## src/rtl/cpu_bus_pkg.sv

```systemverilog
// Shared definitions for the CPU M-stage data bus: widths, I/O map and timer register layout.
package cpu_bus_pkg;

    localparam int DBITS = 32;

    localparam logic [DBITS-1:0] ADDRHEX  = 32'hFFFFF000;
    localparam logic [DBITS-1:0] ADDRLEDR = 32'hFFFFF020;
    localparam logic [DBITS-1:0] ADDRKEY  = 32'hFFFFF080;
    localparam logic [DBITS-1:0] ADDRSW   = 32'hFFFFF090;
    localparam logic [DBITS-1:0] ADDRTCNT = 32'hFFFFF100;
    localparam logic [DBITS-1:0] ADDRTLIM = 32'hFFFFF104;
    localparam logic [DBITS-1:0] ADDRTCTL = 32'hFFFFF108;

    localparam int TCTL_RDY = 0;
    localparam int TCTL_OR  = 2;
    localparam int TCTL_IE  = 8;

    typedef enum logic [1:0] {
        REG_NONE,
        REG_TCNT,
        REG_TLIM,
        REG_TCTL
    } timer_reg_e;

    function automatic logic [DBITS-1:0] tctl_word(input logic rdy, input logic ovr, input logic ie);
        logic [DBITS-1:0] w;
        w           = '0;
        w[TCTL_RDY] = rdy;
        w[TCTL_OR]  = ovr;
        w[TCTL_IE]  = ie;
        return w;
    endfunction

endpackage

```

## src/rtl/timer_device_if.sv

```systemverilog
// Data-bus view seen by the timer: CPU drives address/strobe/data, the device answers.
interface timer_device_if;
    import cpu_bus_pkg::*;

    logic [DBITS-1:0] memaddr;
    logic             wrmem;
    logic [DBITS-1:0] wmemval;
    logic [DBITS-1:0] memout;
    logic             sel;
    logic             intr;

    modport master (
        output memaddr, wrmem, wmemval,
        input  memout, sel, intr
    );

    modport slave (
        input  memaddr, wrmem, wmemval,
        output memout, sel, intr
    );

endinterface

```

## src/rtl/timer_device_tick_prescaler.sv

```systemverilog
// Free-running divider producing a one-cycle tick every TICKDIV clocks; clr restarts the period.
module tick_prescaler #(
    parameter int TICKDIV = 50000
) (
    input  logic clk,
    input  logic reset,
    input  logic clr,
    output logic tick
);

    localparam int              CW   = $clog2(TICKDIV);
    localparam logic [CW-1:0]   LAST = CW'(TICKDIV - 1);

    logic [CW-1:0] cnt;

    assign tick = (cnt == LAST);

    always_ff @(posedge clk) begin
        if (reset || clr || tick) begin
            cnt <= '0;
        end else begin
            cnt <= cnt + CW'(1);
        end
    end

endmodule

```

## src/rtl/timer_device.sv

```systemverilog
// Memory-mapped millisecond timer (TCNT/TLIM/TCTL) on the M-stage data bus.
// Optional interrupt output enabled by defining TIMER_INTR_EN.
module timer_device
    import cpu_bus_pkg::*;
#(
    parameter int TICKDIV = 50000
) (
    input  logic           clk,
    input  logic           reset,
    timer_device_if.slave  bus
);

    logic [DBITS-1:0] tcnt;
    logic [DBITS-1:0] tlim;
    logic             rdy;
    logic             ovr;
    logic             ie_rd;
    timer_reg_e       hit;

    logic tick;
    logic wr_tcnt, wr_tlim, wr_tctl;
    logic wrap;
    logic clr_rdy, clr_or;

    always_comb begin
        hit = REG_NONE;
        if (bus.memaddr == ADDRTCNT)      hit = REG_TCNT;
        else if (bus.memaddr == ADDRTLIM) hit = REG_TLIM;
        else if (bus.memaddr == ADDRTCTL) hit = REG_TCTL;
    end

    assign bus.sel = (hit != REG_NONE);

    assign wr_tcnt = bus.wrmem && (hit == REG_TCNT);
    assign wr_tlim = bus.wrmem && (hit == REG_TLIM);
    assign wr_tctl = bus.wrmem && (hit == REG_TCTL);

    tick_prescaler #(
        .TICKDIV (TICKDIV)
    ) u_prescaler (
        .clk   (clk),
        .reset (reset),
        .clr   (wr_tcnt || wr_tlim),
        .tick  (tick)
    );

    // A register write to TCNT/TLIM swallows a coincident tick, so no wrap can happen then.
    assign wrap = tick && !wr_tcnt && !wr_tlim &&
                  (tlim != '0) && (tcnt == tlim - DBITS'(1));

    assign clr_rdy = wr_tctl && !bus.wmemval[TCTL_RDY];
    assign clr_or  = wr_tctl && !bus.wmemval[TCTL_OR];

    always_ff @(posedge clk) begin
        if (reset) begin
            tcnt <= '0;
            tlim <= '0;
        end else if (wr_tlim) begin
            tlim <= bus.wmemval;
            tcnt <= '0;
        end else if (wr_tcnt) begin
            tcnt <= bus.wmemval;
        end else if (tick) begin
            tcnt <= wrap ? '0 : tcnt + DBITS'(1);
        end
    end

    // A wrap always wins over a software clear of RDY so the event is never lost;
    // in that case OR is not set, but an explicit OR clear still applies.
    always_ff @(posedge clk) begin
        if (reset) begin
            rdy <= 1'b0;
            ovr <= 1'b0;
        end else begin
            if (wrap)         rdy <= 1'b1;
            else if (clr_rdy) rdy <= 1'b0;

            if (wrap && rdy && !clr_rdy) ovr <= 1'b1;
            else if (clr_or)             ovr <= 1'b0;
        end
    end

`ifdef TIMER_INTR_EN
    logic ie;
    logic intr_q;

    always_ff @(posedge clk) begin
        if (reset) begin
            ie     <= 1'b0;
            intr_q <= 1'b0;
        end else begin
            if (wr_tctl) ie <= bus.wmemval[TCTL_IE];
            intr_q <= ie && rdy;
        end
    end

    assign ie_rd    = ie;
    assign bus.intr = intr_q;
`else
    assign ie_rd    = 1'b0;
    assign bus.intr = 1'b0;
`endif

    always_comb begin
        bus.memout = '0;
        unique case (hit)
            REG_TCNT: bus.memout = tcnt;
            REG_TLIM: bus.memout = tlim;
            REG_TCTL: bus.memout = tctl_word(rdy, ovr, ie_rd);
            default:  bus.memout = '0;
        endcase
    end

endmodule

```

## src/flat_wrapper.sv

```systemverilog
// flat-port wrapper written by rule: the top's interface ports become plain ports
module timer_device_flat import cpu_bus_pkg::*;
#(
    parameter int TICKDIV = 50000
)
  (clk, reset, bus_memaddr, bus_wrmem, bus_wmemval, bus_memout, bus_sel, bus_intr);
  timer_device_if bus_i ();
  input  logic clk;
  input  logic reset;
  input wire logic [$bits(bus_i.memaddr)-1:0] bus_memaddr;
  input wire logic [$bits(bus_i.wrmem)-1:0] bus_wrmem;
  input wire logic [$bits(bus_i.wmemval)-1:0] bus_wmemval;
  output wire logic [$bits(bus_i.memout)-1:0] bus_memout;
  output wire logic [$bits(bus_i.sel)-1:0] bus_sel;
  output wire logic [$bits(bus_i.intr)-1:0] bus_intr;
  assign bus_i.memaddr = bus_memaddr;
  assign bus_i.wrmem = bus_wrmem;
  assign bus_i.wmemval = bus_wmemval;
  assign bus_memout = bus_i.memout;
  assign bus_sel = bus_i.sel;
  assign bus_intr = bus_i.intr;
  timer_device #(.TICKDIV(TICKDIV)) u_core (.clk(clk), .reset(reset), .bus(bus_i));
endmodule
```

## config.mk

```make
export PLATFORM = sky130hd
export DESIGN_NAME = timer_device_flat
export DESIGN_NICKNAME = d
export VERILOG_FILES = /design/src/rtl/cpu_bus_pkg.sv /design/src/rtl/timer_device_if.sv /design/src/rtl/timer_device_tick_prescaler.sv /design/src/rtl/timer_device.sv /design/src/flat_wrapper.sv
export SDC_FILE = /design/constraint.sdc
export NUM_CORES = 1
export LEC_CHECK = 0
export ABC_AREA = 1
export CORE_MARGIN = 2
export CORE_UTILIZATION = 60
export CTS_BUF_LIST = sky130_fd_sc_hd__clkbuf_8
export DETAILED_ROUTE_END_ITERATION = 8
export GPL_ROUTABILITY_DRIVEN = 0
export GPL_TIMING_DRIVEN = 0
export PLACE_DENSITY = 0.93
export SETUP_SLACK_MARGIN = 0.4
export SLEW_MARGIN = 30
export SYNTH_ARGS = -nofsm -noshare
export SYNTH_HDL_FRONTEND = slang
export SYNTH_SLANG_ARGS = --single-unit
```

## constraint.sdc

```tcl
create_clock -name clk -period 6.15 [get_ports clk]
set_input_delay 1.5375 -clock clk [delete_from_list [all_inputs] [get_ports clk]]
set_output_delay 1.5375 -clock clk [all_outputs]
set_load 0.03 [all_outputs]
```

Yosys cells after proc, flatten, opt, wreduce, memory -nomap -nowiden
Index checks and enable logic that the tools add are counted.
Widths: inputs -> output; s select.
{"block": "totals", "in_bits": 67, "out_inout_bits": 34, "register_bits": 82, "wordCells": 52}
{"block": "op_classes", "mux": 11, "n_addsub": 3, "n_eq_ne": 8, "n_reduce_logical": 25}
{"cell": "$eq 32x32->1 const B", "n": 3}
{"cell": "$mux 32", "n": 3}
{"cell": "$pmux 32 s3", "n": 1}
{"cell": "$add 32x1->32 const B", "n": 1}
{"cell": "$eq 32x32->1", "n": 1}
{"cell": "$reduce_bool 32->1", "n": 1}
{"cell": "$sub 32x1->32 const B", "n": 1}
{"cell": "$add 16x1->16 const B", "n": 1}
{"cell": "$eq 16x16->1 const B", "n": 1}
{"cell": "$logic_and 1x1->1", "n": 11}
{"cell": "$reduce_bool 2->1", "n": 4}
{"cell": "$mux 2", "n": 3}
{"cell": "$logic_not 1->1", "n": 5}
{"cell": "$eq 2x2->1 const B", "n": 2}
{"cell": "$mux 1", "n": 4}
{"cell": "$logic_or 1x1->1", "n": 3}
{"cell": "$eq 2x1->1 const B", "n": 1}
{"cell": "$reduce_or 2->1", "n": 1}

Depth between registers and ports, before layout
{"block": "logic_depth", "depth_word": 14, "depth_mapped": 18, "depth_no_buf": 17}

Hierarchy
From an unflattened synthesis, not the netlist that was laid out.
{"block": "unflattened", "hier_cells": 1067, "hier_area_um2": 6299.8}
{"mod": "timer_device", "instances": 1, "area_each_um2": 5442.7, "cells_each": 938}
{"mod": "tick_prescaler", "instances": 1, "area_each_um2": 857.1, "cells_each": 129}

Worst setup path after synthesis
Ideal clock, no wire load.
{"block": "synth_timing", "path_kind": "input -> output", "start": "input bus_memaddr[7]", "end": "output bus_memout[10]", "path_stages": 7, "n_path_buf": 1, "t_arrival_ps": 2780, "required_time_ps": 4612, "slack_ps": 1833, "cell_sequence": "nor2_1 and2_1 nand3_1 inv_1 nand3_1 clkbuf_1 o22ai_1"}
{"block": "synth_between", "elab_chain_cells": 6, "elab_cells_between_ends": 10}
{"item": "start, declared", "line_no": "flat_wrapper.sv:10", "rtl": "input wire logic [$bits(bus_i.memaddr)-1:0] bus_memaddr;"}
{"item": "$eq 32x32->1", "line_no": "timer_device.sv:29", "rtl": "else if (bus.memaddr == ADDRTCTL) hit = REG_TCTL;"}
{"item": "$mux 2", "line_no": "timer_device.sv:29"}
{"item": "$mux 2", "line_no": "timer_device.sv:28", "rtl": "else if (bus.memaddr == ADDRTLIM) hit = REG_TLIM;"}
{"item": "$mux 2 *", "line_no": "timer_device.sv:27", "rtl": "if (bus.memaddr == ADDRTCNT) hit = REG_TCNT;"}
{"item": "$eq 2x2->1 or $eq 2x1->1 (tied branches)", "line_no": "timer_device.sv:106", "rtl": "unique case (hit)"}
{"item": "$pmux 32 s3 *", "line_no": "timer_device.sv:106"}
{"item": "end, declared", "line_no": "flat_wrapper.sv:13", "rtl": "output wire logic [$bits(bus_i.memout)-1:0] bus_memout;"}
Every way passes the cells marked *; elsewhere a longest branch is shown, timed or not.

Final worst setup path
{"block": "layout_timing", "start": "input bus_memaddr[30]", "end": "output bus_memout[20]"}
Same word-level chain as after synthesis.

==> reports/metrics.yaml <==
detailed_routing:
  vias: 8134
  drc: 0
  first_pass_iters: 6
  drt_wl_total_mm: 23.0
  drt_iter0_drc: 993
  ant_nets: 0
  wl_per_cell_um: 16.8
  viasPerCell: 5.93
clock_tree:
  cts_resized: 0
  post_cts.repair.setup_buffers: 0
  cts_hold_buf: 0
  clockBufferDepth: 2
  htreeDepth: 3
  clk_pin_slew_ps: 80
  root_buffer: "clkbuf_8"
  tritoncts: "done"
  cts_buffers: 9
  clock_latency_ps: 380
  clock-sinks: 82
cells_and_area:
  antennaDiodeCount: 0
  multi_input_area_um2: 4140
  num-nets-final: 1297
  drive_gt1_share_pct: 6.50
  fillers: 900
  final_area_um2: 8140
  seqCellArea_um2: 1640
  area_growth_syn_to_layout_pct: 20.5
worst_hold_path:
  min_path_type: "reg -> reg"
  whs_endpoint: "u_core.u_prescaler.cnt[0]"
  worstHoldStart: "u_core.u_prescaler.cnt[0]"
  worstHoldPathCells: 1
timing:
  fmax_mhz: 180
  relSlewSlack_pct: 45.6
  final_hold_viol_count: 0
  slew_viol_final: 0
  period_needed_ps: 5550
  setup_tns_ps: 0
  fin_skew_ps: 9.32
  worstMarginPinSlew_ps: 815
  grt_setup_unrepaired: "no"
  setup_violations: 0
  period_share_pct: 90.3
power_and_ir_drop:
  p_leak_nw: 3.60
  p_per_area_nw_per_um2: 129
  p_total_mw: 1.05
  irDropWorstVdd_mv: 0.195
yosys:
  yosys.area.top_type: "dfxtp_1"
  syn_inst: 1116
  synth-seq-area-share_pct: 24.3
  syn_nets: 1187
  synth.ff_latch_count: 82
  netlist_area_um2: 6760
  synth_commonest_cells: "nand2_1, inv_1, nor2_1"
  ys_warn_count: 0
  ys_dominant_reg_cell: "dfxtp_1"
  avgSynthCellArea_um2: 6.06
  yosysUniqueCellTypes: 40
  ys_async_sr_fraction_pct: 0
  synth_edf_count: 0
  synth.most_common_cell: "nand2_1"
  synth_top_area_share_pct: 24.3
  synth_area_leaders: "dfxtp_1, nand2_1, inv_1, nor2_1, xor2_1"
global_route:
  grt_pass1_wl_mm: 36.8
  track_usage_pct: 39.1
  grt_max_degree: 15
  grt_pass1_vias: 7655
  antenna_found_initial: 0
  gr-total-overflow: 0
worst_setup_path:
  endpoint_kind: "output port"
  worst-endpoint-required_ps: 4610
  cp_top_family: "buffers and inverters"
  crit_path_max_incr_delay_ps: 760
  crit_top_cell: "clkdlybuf4s50_1"
  cp_slowest_cell: "clkdlybuf4s50_1"
  path_cells: "clkdlybuf4s50_1 -> nand4_1 -> nor2_1 -> and2_1 -> nand3_1 -> clkbuf_1 -> o22ai_1 -> clkdlybuf4s50_1"
  criticalPathCategory: "in -> out"
  cp-start-kind: "input pin"
  cp.arrival_ps: 4020
  reg2reg_depth: 17
  crit_fanout: 10
  r2r_slack_ps: 3370
  worst-path-buf-inv: 3
  reg2reg_from: "u_core.tlim[0]"
  r2r_end: "u_core.tcnt[6]"
die:
  core_um2: 10900
  io_pins: 101
  die_h_um: 110
  rows: 38
  dieArea_um2: 12100
  die_width_um: 110
  initial_core_util_pct: 61.8
outcome:
  outcome: "completed"
placement:
  numPortBuffers: 99
  place_area_um2: 7930
  place_hpwl_mm: 17.8
job:
  maxCapViolCount: 0
==> state kept, by name, summed over array words and instances, names as in the netlist <==
name                    flops
u_core.ovr                  1
u_core.tlim                32
u_core.tcnt                32
u_core.u_prescaler.cnt     16
u_core.rdy                  1
==> stage by stage <==
step	worst slack, ps	util (%)	cells	hold WS [ps]
after global placement	717	72.5	1355	430
after floorplan	1830	-	1116	418
after CTS	678	74.5	1371	468
final	597	74.5	1371	465
after detailed placement	688	72.5	1355	456
after global routing	411	74.5	1371	489
==> placed cells by master, fill, tap and decap left out, types with 6 or more instances in the layout <==
master,count
nor3_1,18
nor4_1,7
nand3_1,76
a21oi_1,58
nand3_2,21
o22ai_1,63
dfxtp_1,82
clkdlybuf4s50_1,99
nor2_1,140
xnor2_1,11
nand4_1,29
nor2_4,6
o21ai_0,41
nand2_1,215
xor2_1,46
inv_1,215
clkbuf_8,9
clkbuf_1,25
a21oi_2,15
==> cell families (layout without fill, tap and decap cells) <==
group           Yosys count  count (layout)  synth area share [%]
simple gates            537             537                  37.0
buf+inv                 250             365                  14.4
compound gates          185             185                  16.1
flops                    82              82                  24.3
xor+xnor                 57              57                  7.38
fa+ha+maj                 4               4                 0.740
other cells               1               1                0.0555
==> power by group <==
group,switching (mW),internal (mW)
Combinational,0.0331,0.0450
Sequential,0.00107,0.532
Clock,0.214,0.229
==> worst max path at each step <==
stage	start	to	cells after the start
after floorplan	bus_memaddr[7]	bus_memout[10]	7
after global placement	bus_memaddr[30]	bus_memout[31]	8
after detailed placement	bus_memaddr[30]	bus_memout[6]	8
after CTS	bus_memaddr[30]	bus_memout[31]	8
after global routing	bus_memaddr[31]	bus_memout[20]	8
final	bus_memaddr[30]	bus_memout[20]	8
==> cell type report <==
cell class,count,area share (%)
plain buffers,36,2.10
clock buffers,9,1.52
clock inverters,7,1.15
inverters,214,9.86
multi-input cells,784,50.9
flip-flops and latches,82,20.2
well taps,140,2.15
repair buffers,99,12.2
==> routing by layer <==
layer  up-vias  wire, um  global-route usage (%)
met2       587     10300                    63.1
met4         0      1380                    23.4
met5         -         0                   0.446
met3       112      2750                    10.5
met1      3630      8640                    46.5
li1       3805         -                       -
Power figures use the tool's default switching activity.
